File: config.mk
export PLATFORM = sky130hd
export DESIGN_NAME = mem_access_stage
export DESIGN_NICKNAME = d
export VERILOG_FILES = /design/src/rtl/mem_access_stage_pkg.sv /design/src/rtl/mem_access_stage_mem_wb_reg.sv /design/src/rtl/mem_access_stage.sv
export SDC_FILE = /design/constraint.sdc
export NUM_CORES = 1
export LEC_CHECK = 0
export ABC_AREA = 1
export BUFFER_PORTS_ARGS = -buffer_cell sky130_fd_sc_hd__buf_2
export CAP_MARGIN = 30
export CORE_AREA = 4 4 118 120
export CTS_BUF_LIST = sky130_fd_sc_hd__clkbuf_8 sky130_fd_sc_hd__clkbuf_16
export CTS_CLUSTER_SIZE = 40
export DETAILED_ROUTE_END_ITERATION = 10
export DIE_AREA = 0 0 122 124
export GPL_TIMING_DRIVEN = 0
export PLACE_DENSITY_LB_ADDON = 0.05
export SYNTH_ARGS = -nofsm -noshare
export SYNTH_HDL_FRONTEND = slang
export SYNTH_SLANG_ARGS = --single-unit
File: constraint.sdc
create_clock -name clk -period 1.7 [get_ports clk]
set_input_delay 0.255 -clock clk [delete_from_list [all_inputs] [get_ports clk]]
set_output_delay 0.255 -clock clk [all_outputs]
set_load 0.01 [all_outputs]
File: src/rtl/mem_access_stage_pkg.sv
// Shared pipeline definitions for the memory-access stage: result-select
// encodings, the access state machine states and the MEM/WB register bundle.
package mem_access_stage_pkg;

  localparam logic [1:0] MTR_ALU = 2'b00;
  localparam logic [1:0] MTR_MEM = 2'b01;
  localparam logic [1:0] MTR_IO  = 2'b10;

  localparam int WDOG_W = 8;

  typedef enum logic {
    IDLE = 1'b0,
    WAIT = 1'b1
  } mem_state_t;

  typedef struct packed {
    logic        reg_write;
    logic [1:0]  mem_to_reg;
    logic [31:0] result;
    logic [3:0]  rd;
  } mw_bundle_t;

  // IO-flagged MEM selects are IO-space reads and never touch data memory.
  function automatic logic is_dmem_op(input logic mem_write, input logic [1:0] mem_to_reg,
                                      input logic io_flag);
    return mem_write | ((mem_to_reg == MTR_MEM) & ~io_flag);
  endfunction

endpackage

File: src/rtl/mem_access_stage_mem_wb_reg.sv
// MEM/WB pipeline register; a stall loads an all-zero bubble instead of the
// incoming bundle.
module mem_wb_reg
  import mem_access_stage_pkg::*;
(
  input  logic        clk,
  input  logic        rst,
  input  logic        stall,
  input  logic        m_reg_write,
  input  logic [1:0]  m_mem_to_reg,
  input  logic [31:0] m_result,
  input  logic [3:0]  m_rd,
  output logic        w_reg_write,
  output logic [1:0]  w_mem_to_reg,
  output logic [31:0] w_result,
  output logic [3:0]  w_rd
);

  mw_bundle_t bundle_reg;
  mw_bundle_t bundle_next;

  always_comb begin
    bundle_next = '0;
    if (!stall) begin
      bundle_next.reg_write  = m_reg_write;
      bundle_next.mem_to_reg = m_mem_to_reg;
      bundle_next.result     = m_result;
      bundle_next.rd         = m_rd;
    end
  end

  always_ff @(posedge clk) begin
    if (rst) begin
      bundle_reg <= '0;
    end else begin
      bundle_reg <= bundle_next;
    end
  end

  assign w_reg_write  = bundle_reg.reg_write;
  assign w_mem_to_reg = bundle_reg.mem_to_reg;
  assign w_result     = bundle_reg.result;
  assign w_rd         = bundle_reg.rd;

endmodule

File: src/rtl/mem_access_stage.sv
// Memory-access pipeline stage: data-memory req/ack accesses with a watchdog,
// single-cycle pixel writes, IO read sampling and the MEM/WB register.
module mem_access_stage
  import mem_access_stage_pkg::*;
#(
  parameter int TIMEOUT = 255
) (
  input  logic        clk,
  input  logic        rst,
  input  logic        RegWriteM,
  input  logic        MemWriteM,
  input  logic        MemPWriteM,
  input  logic        IOFlagM,
  input  logic [1:0]  MemToRegM,
  input  logic [31:0] ALUResultM,
  input  logic [31:0] WriteDataM,
  input  logic [3:0]  RdM,
  output logic        StallM,
  output logic        dmem_req,
  output logic        dmem_we,
  output logic [31:0] dmem_addr,
  output logic [31:0] dmem_wdata,
  input  logic [31:0] dmem_rdata,
  input  logic        dmem_ack,
  output logic        pmem_we,
  output logic [31:0] pmem_addr,
  output logic [31:0] pmem_wdata,
  input  logic [31:0] io_rdata,
  output logic        RegWriteW,
  output logic [1:0]  MemToRegW,
  output logic [31:0] ResultW,
  output logic [3:0]  RdW,
  output logic        mem_err
);

  localparam logic [WDOG_W-1:0] WDOG_LIMIT = WDOG_W'(TIMEOUT - 1);
  localparam logic [WDOG_W-1:0] WDOG_MAX   = '1;

  mem_state_t        state_reg, state_next;
  logic [WDOG_W-1:0] wdog_reg, wdog_next;
  logic [31:0]       addr_reg, addr_next;
  logic [31:0]       wdata_reg, wdata_next;
  logic              we_reg, we_next;
  logic              err_reg, err_next;

  logic              dmem_op;
  logic              in_idle;
  logic              in_wait;
  logic              timeout;
  logic              complete;
  logic [31:0]       m_result;

  assign dmem_op  = is_dmem_op(MemWriteM, MemToRegM, IOFlagM);
  assign in_idle  = (state_reg == IDLE);
  assign in_wait  = (state_reg == WAIT);
  // An ack in the final watchdog cycle takes priority over the timeout.
  assign timeout  = in_wait & ~dmem_ack & (wdog_reg == WDOG_LIMIT);
  assign complete = in_wait & (dmem_ack | timeout);

  always_comb begin
    state_next = state_reg;
    wdog_next  = wdog_reg;
    addr_next  = addr_reg;
    wdata_next = wdata_reg;
    we_next    = we_reg;
    err_next   = err_reg;
    case (state_reg)
      IDLE: begin
        if (dmem_op) begin
          state_next = WAIT;
          addr_next  = ALUResultM;
          wdata_next = WriteDataM;
          we_next    = MemWriteM;
          wdog_next  = '0;
        end
      end
      WAIT: begin
        if (dmem_ack) begin
          state_next = IDLE;
        end else if (timeout) begin
          state_next = IDLE;
          err_next   = 1'b1;
        end else if (wdog_reg != WDOG_MAX) begin
          wdog_next = wdog_reg + 1'b1;
        end
      end
      default: begin
        state_next = IDLE;
      end
    endcase
  end

  always_ff @(posedge clk) begin
    if (rst) begin
      state_reg <= IDLE;
      wdog_reg  <= '0;
      addr_reg  <= '0;
      wdata_reg <= '0;
      we_reg    <= 1'b0;
      err_reg   <= 1'b0;
    end else begin
      state_reg <= state_next;
      wdog_reg  <= wdog_next;
      addr_reg  <= addr_next;
      wdata_reg <= wdata_next;
      we_reg    <= we_next;
      err_reg   <= err_next;
    end
  end

  assign StallM = ~rst & ((in_idle & dmem_op) | (in_wait & ~dmem_ack & ~timeout));

  assign dmem_req   = in_wait;
  assign dmem_we    = we_reg;
  assign dmem_addr  = addr_reg;
  assign dmem_wdata = wdata_reg;
  assign mem_err    = err_reg;

  assign pmem_we    = ~rst & MemPWriteM & in_idle & ~dmem_op;
  assign pmem_addr  = ALUResultM;
  assign pmem_wdata = WriteDataM;

  // A timed-out access completes with zero read data.
  always_comb begin
    m_result = ALUResultM;
    if (complete) begin
      m_result = dmem_ack ? dmem_rdata : 32'h0;
    end else if (IOFlagM && (MemToRegM == MTR_IO)) begin
      m_result = io_rdata;
    end
  end

  mem_wb_reg u_mem_wb_reg (
    .clk          (clk),
    .rst          (rst),
    .stall        (StallM),
    .m_reg_write  (RegWriteM),
    .m_mem_to_reg (MemToRegM),
    .m_result     (m_result),
    .m_rd         (RdM),
    .w_reg_write  (RegWriteW),
    .w_mem_to_reg (MemToRegW),
    .w_result     (ResultW),
    .w_rd         (RdW)
  );

endmodule

Word-level counts from Yosys, hierarchy flattened
Cells that the tools add are included.
{"block": "totals", "ff_bits": 114, "output_inout_bits": 172, "word_cells": 55}
{"block": "classes", "add_sub_neg": 1, "n_eq_ne": 8, "mux": 12, "n_bitwise": 19, "reduce_logical": 5}
{"cell": "$mux 32", "count": 3}
{"cell": "$mux 8", "count": 4}
{"cell": "$pmux 8 s2", "count": 1}
{"cell": "$and 1x1->1", "count": 10}
{"cell": "$add 8x1->8 const B", "count": 1}
{"cell": "$eq 8x8->1 const B", "count": 1}
{"cell": "$ne 8x8->1 const B", "count": 1}
{"cell": "$ne 2x2->1 const B", "count": 3}
{"cell": "$not 1->1", "count": 6}
{"cell": "$reduce_and 4->1", "count": 1}
{"cell": "$mux 1", "count": 3}
{"cell": "$or 1x1->1", "count": 3}
{"cell": "$reduce_and 3->1", "count": 1}
{"cell": "$eq 2x1->1 const B", "count": 1}
{"cell": "$eq 2x2->1 const B", "count": 1}
{"cell": "$ne 2x1->1 const B", "count": 1}
{"cell": "$pmux 1 s2", "count": 1}
{"cell": "$reduce_and 2->1", "count": 1}
{"cell": "$reduce_or 2->1", "count": 1}
{"cell": "$logic_and 1x1->1", "count": 1}

Depth between registers and ports, before layout
Gate-level depths: netlist (run 1).
{"block": "logic_depth", "depth_word": 8, "mapped_depth": 12}

Modules after synthesis
From an unflattened synthesis (run 1), not the netlist that was laid out.
{"block": "hier_totals", "cells_unflattened": 726, "area_unflattened_um2": 5429.0}
{"mod": "mem_access_stage", "instances": 1, "cells_each": 602, "area_per_inst_um2": 4225.3}
{"mod": "mem_wb_reg", "instances": 1, "cells_each": 124, "area_per_inst_um2": 1203.7}

Worst setup path after synthesis (run 1)
No wires, ideal clock.
{"block": "synth_path", "path_type": "register to register", "startpoint": "reg wdog_reg[0]", "endpoint": "reg u_mem_wb_reg.bundle_reg (netlist bit u_mem_wb_reg.w_result[10])", "arrival_ns": 1.395, "required_ns": 1.634, "path_slack_ns": 0.239, "stages_incl_launch_ff": 11, "synth_period_minus_slack_ns": 1.461, "path_cell_list": "dfxtp_1 > inv_1 > ha_1 > inv_1 > nor2_1 > nand3_2 > nand2_1 > inv_1 > clkbuf_1 > nand2_1 > a21oi_2"}
{"block": "synth_via", "elab_chain_len": 7}
{"item": "start, declared", "line": "mem_access_stage.sv:40", "text": "logic [WDOG_W-1:0] wdog_reg, wdog_next;"}
{"item": "start signal, assigned", "line": "mem_access_stage.sv:103", "text": "wdog_reg <= wdog_next;"}
{"item": "$eq 8x8->1 *", "line": "mem_access_stage.sv:57", "text": "assign timeout = in_wait & ~dmem_ack & (wdog_reg == WDOG_LIMIT);"}
{"item": "$and 1x1->1 *", "line": "mem_access_stage.sv:57"}
{"item": "$not 1->1", "line": "mem_access_stage.sv:111", "text": "assign StallM = ~rst & ((in_idle & dmem_op) | (in_wait & ~dmem_ack & ~timeout));"}
{"item": "$and 1x1->1", "line": "mem_access_stage.sv:111"}
{"item": "$or 1x1->1", "line": "mem_access_stage.sv:111"}
{"item": "$and 1x1->1", "line": "mem_access_stage.sv:111"}
{"item": "$reduce_or 2->1 (no source line)"}
{"item": "end signal, assigned", "line": "mem_access_stage_mem_wb_reg.sv:36", "text": "bundle_reg <= bundle_next;"}
{"item": "end, declared", "line": "mem_access_stage_mem_wb_reg.sv:19", "text": "mw_bundle_t bundle_reg;"}
Every way passes the cells marked *; elsewhere a longest branch is shown, timed or not.
A chain may end at the register's enable or synchronous reset.

Worst setup path after layout (run 1)
{"block": "layout_path", "startpoint": "reg wdog_reg[0]", "endpoint": "out StallM"}
{"block": "layout_via", "elab_chain_len": 6}
{"item": "$eq 8x8->1", "line": "mem_access_stage.sv:57"}
{"item": "$and 1x1->1", "line": "mem_access_stage.sv:57"}
{"item": "$not 1->1", "line": "mem_access_stage.sv:111"}
{"item": "$and 1x1->1", "line": "mem_access_stage.sv:111"}
{"item": "$or 1x1->1", "line": "mem_access_stage.sv:111"}
{"item": "$and 1x1->1", "line": "mem_access_stage.sv:111"}
{"item": "end, declared", "line": "mem_access_stage.sv:18", "text": "output logic StallM,"}
Every way passes these cells.

==> results.json, run 1 <==
{
  "cts_tree": "done",
  "maxCapViolCount": 0,
  "grt_max_degree": 17,
  "grt_pass1_wl_microns": 26500,
  "end_kind": "output pin",
  "vias_per_cell": 4.467,
  "cts_buffers": 17,
  "cts.sinks": 114,
  "avgSynthCellArea_sq_um": 7.123,
  "synth_top_area_share_pct": 44.68,
  "synth_warnings": 0,
  "required_ns": 1.44,
  "antenna_found_initial": 2,
  "dr_wl_met3_microns": 1785,
  "synth_fp_nets": 860,
  "fp.dieW_microns": 122,
  "drtIter0Drc": 203,
  "drive_gt1_share_pct": 43.19,
  "hold_ws_ns": 0.05360,
  "rr_startpoint": "wdog_reg[0]",
  "min_period_ns": 1.693,
  "reg2reg_to": "wdog_reg[0]",
  "worst_pin_slew_ns": 0.4981,
  "critPathKind": "register to output pin",
  "p_per_area_nw_per_um2": 1053,
  "rows": 42,
  "startpoint_type": "register",
  "reg2reg_depth": 11,
  "met2_length_microns": 9103,
  "dp_cells": 1205,
  "slowest_delay_ns": 0.35,
  "fin_skew_ns": 0.009096,
  "finalMaxSlewViolations": 0,
  "critPathMostFrequentCell": "inv_2",
  "status": "completed",
  "ir_drop_uv": 499.0,
  "synth-seq-cells": 114,
  "finalNonFillerCells": 1241,
  "met1_length_microns": 6873,
  "hold_depth": 3,
  "final_nets": 1196,
  "die-area_sq_um": 15130,
  "core-area_sq_um": 12980,
  "drc": 0,
  "gp_congestion": 0.8146,
  "synth_top_area_cell": "dfxtp_1",
  "synthTopCellsByCount": "151 x nor2_1, 127 x nand2_1, 114 x dfxtp_1",
  "slowest_stage": "dfxtp_4",
  "fin_crit_sh_pct": 99.60,
  "first_pass_iters": 4,
  "cts_max_level": 4,
  "postCtsHoldBufs": 0,
  "grtUsageTotal_pct": 22.83,
  "start_util_pct": 39.35,
  "ant_nets": 0,
  "crit_chain": "inv_2 -> ha_4 -> inv_2 -> nor2_2 -> nand3_2 -> nand3_4 -> a21oi_2 -> buf_2",
  "grt_overflow": 0,
  "synthDistinctLibCells": 21,
  "grt_pass1_vias": 5057,
  "numPortBuffers": 312,
  "path_clk_slew_ns": 0.05,
  "clockBufferDepth": 2,
  "top_layer_used": "met5",
  "hold_path.class": "input pin to register",
  "io_pins": 313,
  "timing.slew.headroom_pct": 66.79,
  "synth_most_common_cell": "nor2_1",
  "wl_per_cell_microns": 14.46,
  "total_leakage_power_uw": 0.004151,
  "setup_viol": 0,
  "synth_flop_cell": "dfxtp_1",
  "min_to": "u_mem_wb_reg.w_rd[1]",
  "clock_latency_ns": 0.41,
  "reg2reg_slack_ns": 0.12,
  "wl_microns": 17950,
  "dp_hpwl_microns": 13900,
  "synthTopCellsByArea": "dfxtp_1 45%, nor2_1 11%, buf_4 9.6%",
  "finalHoldViolCount": 0,
  "hp-start": "RdM[1]",
  "root_buffer": "clkbuf_16",
  "ys_seq_area_share_pct": 44.68,
  "postSynthCellCount": 717,
  "crit_arrival_ns": 1.44,
  "critPathMaxFanout": 3,
  "final_util_pct": 59.04,
  "synthToLayoutAreaGrowth_pct": 50.05,
  "fmax_mhz": 590.6,
  "setup-tns-final_ns": 0,
  "die_h_microns": 124,
  "vias": 5543,
  "synth-async-reset-ratio_pct": 0,
  "finalPower_uw": 8070,
  "rsz0062_at_grt": "true",
  "syn-cell-area_sq_um": 5107,
  "synth-edff-count": 0,
  "num_antenna_cells": 0
}
-- worst max-delay path, delay by kind of cell (launching register included) --
family          cells  cell delay (ns)
compound gates      1             0.11
fa+ha+maj           1             0.14
simple gates        3             0.20
flops               1             0.35
buf+inv             3             0.22
-- layout make-up --
class                      instances  area (sq um)
timing repair buffer             317          1617
clock inverter                    11         136.4
clock buffer                      20         466.7
sequential                       114          2293
fill                            1321          5316
multi-input combinational        442          1998
tap                              176         220.2
inverter                          59         232.7
buffer                           102         699.4
-- stage by stage --
step           instance area, sq um  setup slack [ns]
6_report                       7664          0.006860
2_1_floorplan                  5107            0.2392
5_1_grt                        7664          -0.07439
3_3_place_gp                   6889           -0.1818
3_5_place_dp                   6889           -0.1509
4_1_cts                        7582          -0.03529
-- layout by cell type (no fill, tap or decap), types with 2 or more instances in the layout --
master | Yosys | final
inv_2 | 1 | 2
clkinvlp_4 | 0 | 4
nor2_2 | 1 | 3
nand2_1 | 127 | 125
bufinv_16 | 0 | 3
dfxtp_4 | 0 | 2
nand3_1 | 13 | 13
a21oi_1 | 33 | 32
buf_8 | 0 | 2
nor2_1 | 151 | 149
dfxtp_2 | 0 | 3
buf_2 | 10 | 320
nand2_4 | 0 | 3
inv_1 | 58 | 56
clkbuf_4 | 0 | 2
clkbuf_16 | 0 | 18
clkinv_2 | 0 | 4
clkbuf_8 | 0 | 3
o21ai_0 | 97 | 97
nand3_4 | 0 | 2
a21oi_2 | 10 | 11
clkbuf_1 | 24 | 20
buf_4 | 65 | 71
dfxtp_1 | 114 | 109
-- how the worst max path moves through the flow --
stage           startpoint                        end  slack, ns  cells past startpoint
5_1_grt        wdog_reg[0]                     StallM      -0.07                      8
3_5_place_dp   wdog_reg[0]   u_mem_wb_reg.w_result[3]      -0.15                     10
6_report       wdog_reg[0]                     StallM      0.007                      8
2_1_floorplan  wdog_reg[0]  u_mem_wb_reg.w_result[10]       0.24                     10
3_3_place_gp      dmem_req                     StallM      -0.18                      5
4_1_cts        wdog_reg[0]                     StallM      -0.04                      8
-- power by group --
group          switching, uW  leakage [uW]  total [uW]  internal, uW
logic                    828       0.00291        1480           650
clock network           1220      0.000295        3610          2390
registers               92.4      0.000944        2980          2890
total                   2140       0.00415        8070          5930
-- routing by layer --
| layer | GRT usage [%] | vias to the layer above |
|---|---|---|
| li1 | - | 2851 |
| met1 | 26.29 | 2448 |
| met2 | 39.92 | 219 |
| met3 | 8.765 | 21 |
| met4 | 5.812 | 4 |
| met5 | 0 | - |
-- cell families (layout without fill, tap and decap cells) --
family | after synthesis | count (layout) | share of synthesized area, %
adders and majority gates | 2 | 2 | 0.4899
buffers and inverters | 161 | 509 | 17.30
AOI/OAI and AO/OA | 141 | 141 | 14.60
DFF | 114 | 114 | 44.68
and+or+nand+nor | 299 | 299 | 22.93
-- what timing repair did --
action / in CTS / in global routing
pin swaps: 5 / 2
cloned: 0 / 1
setup endpoints to repair: 72 / 30
hold endpoints to repair: 0 / 0
setup buffers: 4 / 1
resized for setup: 21 / 24
No activity file was read; power rests on OpenSTA's default activity.
==> run 2: changes to the inputs <==
GPL_ROUTABILITY_DRIVEN = 1   (was not set)
SETUP_SLACK_MARGIN = 0.1   (was not set)
==> results.json, run 2 (same netlist as run 1, synthesis figures left out) <==
{
  "preCtsSetupSlack_ns": -0.1509,
  "grt_pass1_wl_microns": 26540,
  "core-area_sq_um": 12980,
  "cts_buffers": 17,
  "setup_viol": 1,
  "die_h_microns": 124,
  "fmax_mhz": 586.1,
  "rows": 42,
  "wl_per_cell_microns": 14.46,
  "ant_nets": 0,
  "vias": 5537,
  "rr_startpoint": "wdog_reg[0]",
  "finalHoldViolCount": 0,
  "antenna_found_initial": 2,
  "drtIter0Drc": 208,
  "multiInputGateArea_sq_um": 1991,
  "drc": 0,
  "first_pass_iters": 4,
  "start_util_pct": 39.35,
  "fin_crit_sh_pct": 100.4,
  "timing.slew.headroom_pct": 67.04,
  "final_nets": 1198,
  "vias_per_cell": 4.455,
  "worst_pin_slew_ns": 0.4930,
  "worstSetupStartpoint": "dmem_req",
  "root_buffer": "clkbuf_16",
  "cts_max_level": 4,
  "ir_drop_uv": 498.6,
  "startpoint_type": "register",
  "reg2reg_to": "u_mem_wb_reg.w_result[14]",
  "hold_path.class": "input pin to register",
  "clockBufferDepth": 2,
  "critPathMaxFanout": 10,
  "finalMaxSlewViolations": 0,
  "synthToLayoutAreaGrowth_pct": 49.95,
  "num_antenna_cells": 0,
  "grt_overflow": 0,
  "reg2reg_slack_ns": 0.09,
  "layout_commonest_cell": "buf_2",
  "min_period_ns": 1.706,
  "violations": "setup timing",
  "grt_pass1_vias": 5078,
  "fillers": 1315,
  "dp_hpwl_microns": 13900,
  "wl_microns": 17980,
  "worst_slack_ns": -0.006126,
  "cts.sinks": 114,
  "maxCapViolCount": 0,
  "p_per_area_nw_per_um2": 1053,
  "total_leakage_power_uw": 0.004155,
  "fp.dieW_microns": 122,
  "path_clk_slew_ns": 0.05,
  "postCtsHoldBufs": 0,
  "end_kind": "output pin",
  "critPathKind": "register to output pin",
  "cts_tree": "done",
  "gp_congestion": 0.8146,
  "crit_arrival_ns": 1.45,
  "grtUsageTotal_pct": 22.87,
  "crit_end": "StallM",
  "required_ns": 1.44,
  "clock_latency_ns": 0.41,
  "die-area_sq_um": 15130,
  "final_cell_mix": "321 x buf_2, 149 x nor2_1, 125 x nand2_1, 109 x dfxtp_1, 97 x o21ai_0",
  "io_pins": 313,
  "reg2reg_depth": 11,
  "final_util_pct": 59.00,
  "numPortBuffers": 312,
  "status": "complete, but fails checks",
  "seqCellArea_sq_um": 2293,
  "drive_gt1_share_pct": 43.49,
  "rsz0062_at_grt": "true",
  "grt_max_degree": 17,
  "fin_skew_ns": 0.008310
}
run 2: cell count changes in the layout (fill, tap and decap cells not counted):
cell | previous run | this run
nand3_2 | 1 | 2
inv_1 | 56 | 55
buf_8 | 2 | 0
buf_2 | 320 | 321
nand3_4 | 2 | 1
inv_8 | 1 | 0
clkbuf_4 | 2 | 0
inv_2 | 2 | 3
clkbuf_8 | 3 | 4
buf_6 | 1 | 5
clkbuf_1 | 20 | 19
clkbuf_16 | 18 | 17
buf_4 | 71 | 73
inv_6 | 0 | 1
run 2: power by group:
group / internal [uW] / switching, uW / total (uW)
Clock: 2390 / 1210 / 3600
Sequential: 2890 / 91.8 / 2980
Combinational: 649 / 826 / 1470
Total: 5930 / 2130 / 8060
run 2: layer usage:
metal  share of wire, %  global-route usage, %  vias to the layer above
met4                1.2                  5.812                        4
met3                 10                  8.765                       24
met2                 50                  40.12                      214
met1                 39                  26.27                     2439
li1                   -                      -                     2856
met5               0.14                      0                        -
run 2: worst min path at each step:
stage,slack (ns),cells past startpoint,end,startpoint
global route,0.04,3,u_mem_wb_reg.w_rd[1],RdM[1]
detailed placement,0.45,2,mem_err,mem_err
floorplan,0.32,1,dmem_req,rst
finish,0.06,3,u_mem_wb_reg.w_rd[1],RdM[1]
global placement,0.44,2,mem_err,mem_err
CTS,0.04,3,u_mem_wb_reg.w_rd[1],RdM[1]
run 2: per-stage QoR:
| step | power [uW] | hold slack (ns) | instance area [sq um] | std cells | setup TNS, ns |
|---|---|---|---|---|---|
| after floorplan | 3809 | 0.3241 | 5107 | 717 | 0 |
| after global placement | 4459 | 0.4352 | 6889 | 1205 | -4.278 |
| after detailed placement | 4468 | 0.4451 | 6889 | 1205 | -2.798 |
| after CTS | 8113 | 0.03917 | 7620 | 1242 | -0.05915 |
| after global routing | 8453 | 0.03797 | 7659 | 1243 | -0.2603 |
| final | 8061 | 0.05669 | 7659 | 1243 | -0.006126 |
run 2: timing repair:
action                                  in CTS  in global routing
pin swaps                                    5                  3
endpoints found under the setup margin      93                 49
setup buffers                                6                  1
resized for setup                           25                 20
run 2: worst max-delay path, cell delays in order, from the launching register on:
cell,delay [ns]
dfxtp_4,0.38
inv_6,0.11
nand2_4,0.10
clkbuf_8,0.19
a21oi_2,0.13
buf_2,0.14
run 2: layout make-up:
| cell class | count | share of cell area, % |
|---|---|---|
| well taps | 176 | 2.875 |
| clock buffers | 20 | 6.094 |
| flip-flops and latches | 114 | 29.95 |
| inverters | 59 | 3.006 |
| multi-input cells | 442 | 25.99 |
| repair buffers | 319 | 21.24 |
| clock inverters | 11 | 1.781 |
| plain buffers | 102 | 9.067 |
==> run 3: changes to the inputs <==
CORE_AREA = 4 4 120 122   (was 4 4 118 120)
DIE_AREA = 0 0 124 126   (was 0 0 122 124)
HOLD_SLACK_MARGIN = 0.05   (was not set)
SYNTH_HIERARCHICAL = 1   (was not set)
==> results.json, run 3 <==
{
  "synth-async-reset-ratio_pct": 0,
  "crit_chain": "inv_2 -> ha_4 -> inv_2 -> nor2_4 -> a21boi_4 -> o21a_1 -> buf_6",
  "start_util_pct": 41.16,
  "final_nets": 1229,
  "vias_per_cell": 4.761,
  "rsz0062_at_grt": "true",
  "worst_slack_ns": -0.01449,
  "wl_per_cell_microns": 16.40,
  "cts_max_level": 4,
  "worst_pin_slew_ns": 0.4816,
  "power_switching_uw": 2408,
  "status": "complete, but fails checks",
  "required_ns": 1.44,
  "cts_buffers": 17,
  "numPortBuffers": 311,
  "synth_flop_cell": "dfxtp_1",
  "fin_skew_ns": 0.008915,
  "fmax_mhz": 583.3,
  "ys_seq_area_share_pct": 42.04,
  "synth_fp_nets": 869,
  "grt_overflow": 0,
  "seqPwrFrac_pct": 34.2,
  "p_clk_share_pct": 42.9,
  "hold_path.class": "input pin to register",
  "fp.dieW_microns": 124,
  "p_sw_share_pct": 27.46,
  "first_pass_iters": 5,
  "critPathKind": "register to output pin",
  "io_pins": 313,
  "core-area_sq_um": 13190,
  "grtUsageTotal_pct": 24.48,
  "maxCapViolCount": 0,
  "finalMaxSlewViolations": 0,
  "grt_pass1_wl_microns": 29590,
  "postSynthCellCount": 726,
  "rr_startpoint": "wdog_reg[0]",
  "root_buffer": "clkbuf_16",
  "fin_crit_sh_pct": 100.9,
  "synth_most_common_cell": "nor2_1",
  "path_clk_slew_ns": 0.05,
  "slowest_delay_ns": 0.34,
  "reg2reg_to": "u_mem_wb_reg/w_result[24]",
  "crit_arrival_ns": 1.46,
  "clock_latency_ns": 0.41,
  "timing.slew.headroom_pct": 67.90,
  "setup_viol": 1,
  "drtIter0Drc": 369,
  "synth-edff-count": 0,
  "grt_max_degree": 17,
  "avgSynthCellArea_sq_um": 7.478,
  "worstSetupStartpoint": "wdog_reg[0]",
  "synthDistinctLibCells": 29,
  "drive_gt1_share_pct": 52.23,
  "total_leakage_power_uw": 0.004459,
  "startpoint_type": "register",
  "critPathMaxFanout": 2,
  "end_kind": "output pin",
  "p_per_area_nw_per_um2": 988.3,
  "hold_ws_ns": 0.09149,
  "pwr-share-comb_pct": 22.9,
  "synth_warnings": 6,
  "drc": 0,
  "cts_tree": "done",
  "synthTopCellsByArea": "dfxtp_1 42%, nor2_1 14%, buf_4 9.1%",
  "synthToLayoutAreaGrowth_pct": 63.47,
  "violations": "setup timing",
  "crit_end": "StallM",
  "synth-seq-cells": 114,
  "num_antenna_cells": 0,
  "layout_commonest_cell": "buf_2",
  "slowest_stage": "dfxtp_4",
  "synth_top_area_cell": "dfxtp_1",
  "ir_drop_uv": 631.2,
  "reg2reg_depth": 11,
  "die_h_microns": 126,
  "reg2reg_slack_ns": 0.01,
  "synth_top_area_share_pct": 42.04,
  "cts.sinks": 114,
  "syn-cell-area_sq_um": 5429,
  "clockBufferDepth": 2,
  "grt_pass1_vias": 5603,
  "antenna_found_initial": 0,
  "min_period_ns": 1.714,
  "rows": 42,
  "finalHoldViolCount": 0,
  "die-area_sq_um": 15620,
  "synthTopCellsByCount": "204 x nor2_1, 114 x dfxtp_1, 66 x buf_4",
  "critPathMostFrequentCell": "inv_2",
  "p_int_uw": 6363,
  "dp_hpwl_microns": 14840,
  "vias": 6070,
  "gp_congestion": 0.8376,
  "final_cell_mix": "320 x buf_2, 182 x nor2_1, 107 x dfxtp_1, 78 x buf_4, 49 x o21ai_0",
  "wl_microns": 20910,
  "preCtsSetupSlack_ns": -0.3211,
  "ant_nets": 0
}
## run 3: power by group through the flow
| stage | sequential, uW | clock, uW | combinational [uW] |
|---|---|---|---|
| floorplan | 3160 | 0 | 818 |
| global placement | 3040 | 0 | 1640 |
| detailed placement | 3050 | 0 | 1640 |
| CTS | 3000 | 3810 | 1750 |
| global route | 3020 | 3940 | 2180 |
| finish | 3000 | 3760 | 2010 |
## run 3: repair_timing
action | in CTS | in global routing
resized for setup | 45 | 122
hold buffers | 4 | 0
setup endpoints to repair | 43 | 48
cloned | 1 | 7
pin swaps | 8 | 5
endpoints found under the hold margin | 4 | 0
buffers inserted | 14 | 4
## run 3: cell type report
class,instances,area [sq um]
Multi-Input combinational cell,445,2683
Clock inverter,12,162.7
Fill cell,1162,4315
Buffer,110,874.6
Timing Repair Buffer,339,1922
Clock buffer,20,466.7
Tap cell,176,220.2
Inverter,59,250.2
Sequential cell,114,2296
## run 3: layer usage
metal,track usage (%),part of all wire (%)
met5,0,0
met4,8.956,2.9
met3,5.919,8.5
met2,42.67,51
met1,28.88,38
## run 3: through the flow
| stage | area, sq um | utilization, % | cells | setup TNS, ns | power, uW |
|---|---|---|---|---|---|
| floorplan | 5441 | - | 726 | 0 | 3980 |
| global placement | 7218 | 54.72 | 1213 | -8.586 | 4680 |
| detailed placement | 7218 | 54.72 | 1213 | -8.902 | 4693 |
| CTS | 8174 | 61.97 | 1264 | -0.02630 | 8564 |
| global route | 8875 | 67.28 | 1275 | -0.1224 | 9141 |
| finish | 8875 | 67.28 | 1275 | -0.01449 | 8771 |
## run 3: logic make-up (layout without fill, tap and decap cells)
group / count (synthesis) / after routing / share of synthesized area, %
adders and majority gates: 2 / 2 / 0.4609
AOI/OAI and AO/OA: 142 / 142 / 14.75
buffers and inverters: 169 / 540 / 18.53
and+or+nand+nor: 299 / 301 / 24.22
DFF: 114 / 114 / 42.04
## run 3: worst max-delay path, delay by kind of cell, from the launching register on
family	cells	cell delay, ns
flops	1	0.34
compound gates	2	0.25
simple gates	1	0.10
buf+inv	3	0.23
fa+ha+maj	1	0.12
## run 3: worst min-delay path by stage
stage / from / to / depth (start not counted)
after global routing: WriteDataM[7] / dmem_wdata[7] / 3
after global placement: mem_err / mem_err / 2
after detailed placement: mem_err / mem_err / 2
final: MemToRegM[1] / u_mem_wb_reg/w_mem_to_reg[1] / 3
after floorplan: rst / mem_err / 1
after CTS: rst / wdog_reg[4] / 2
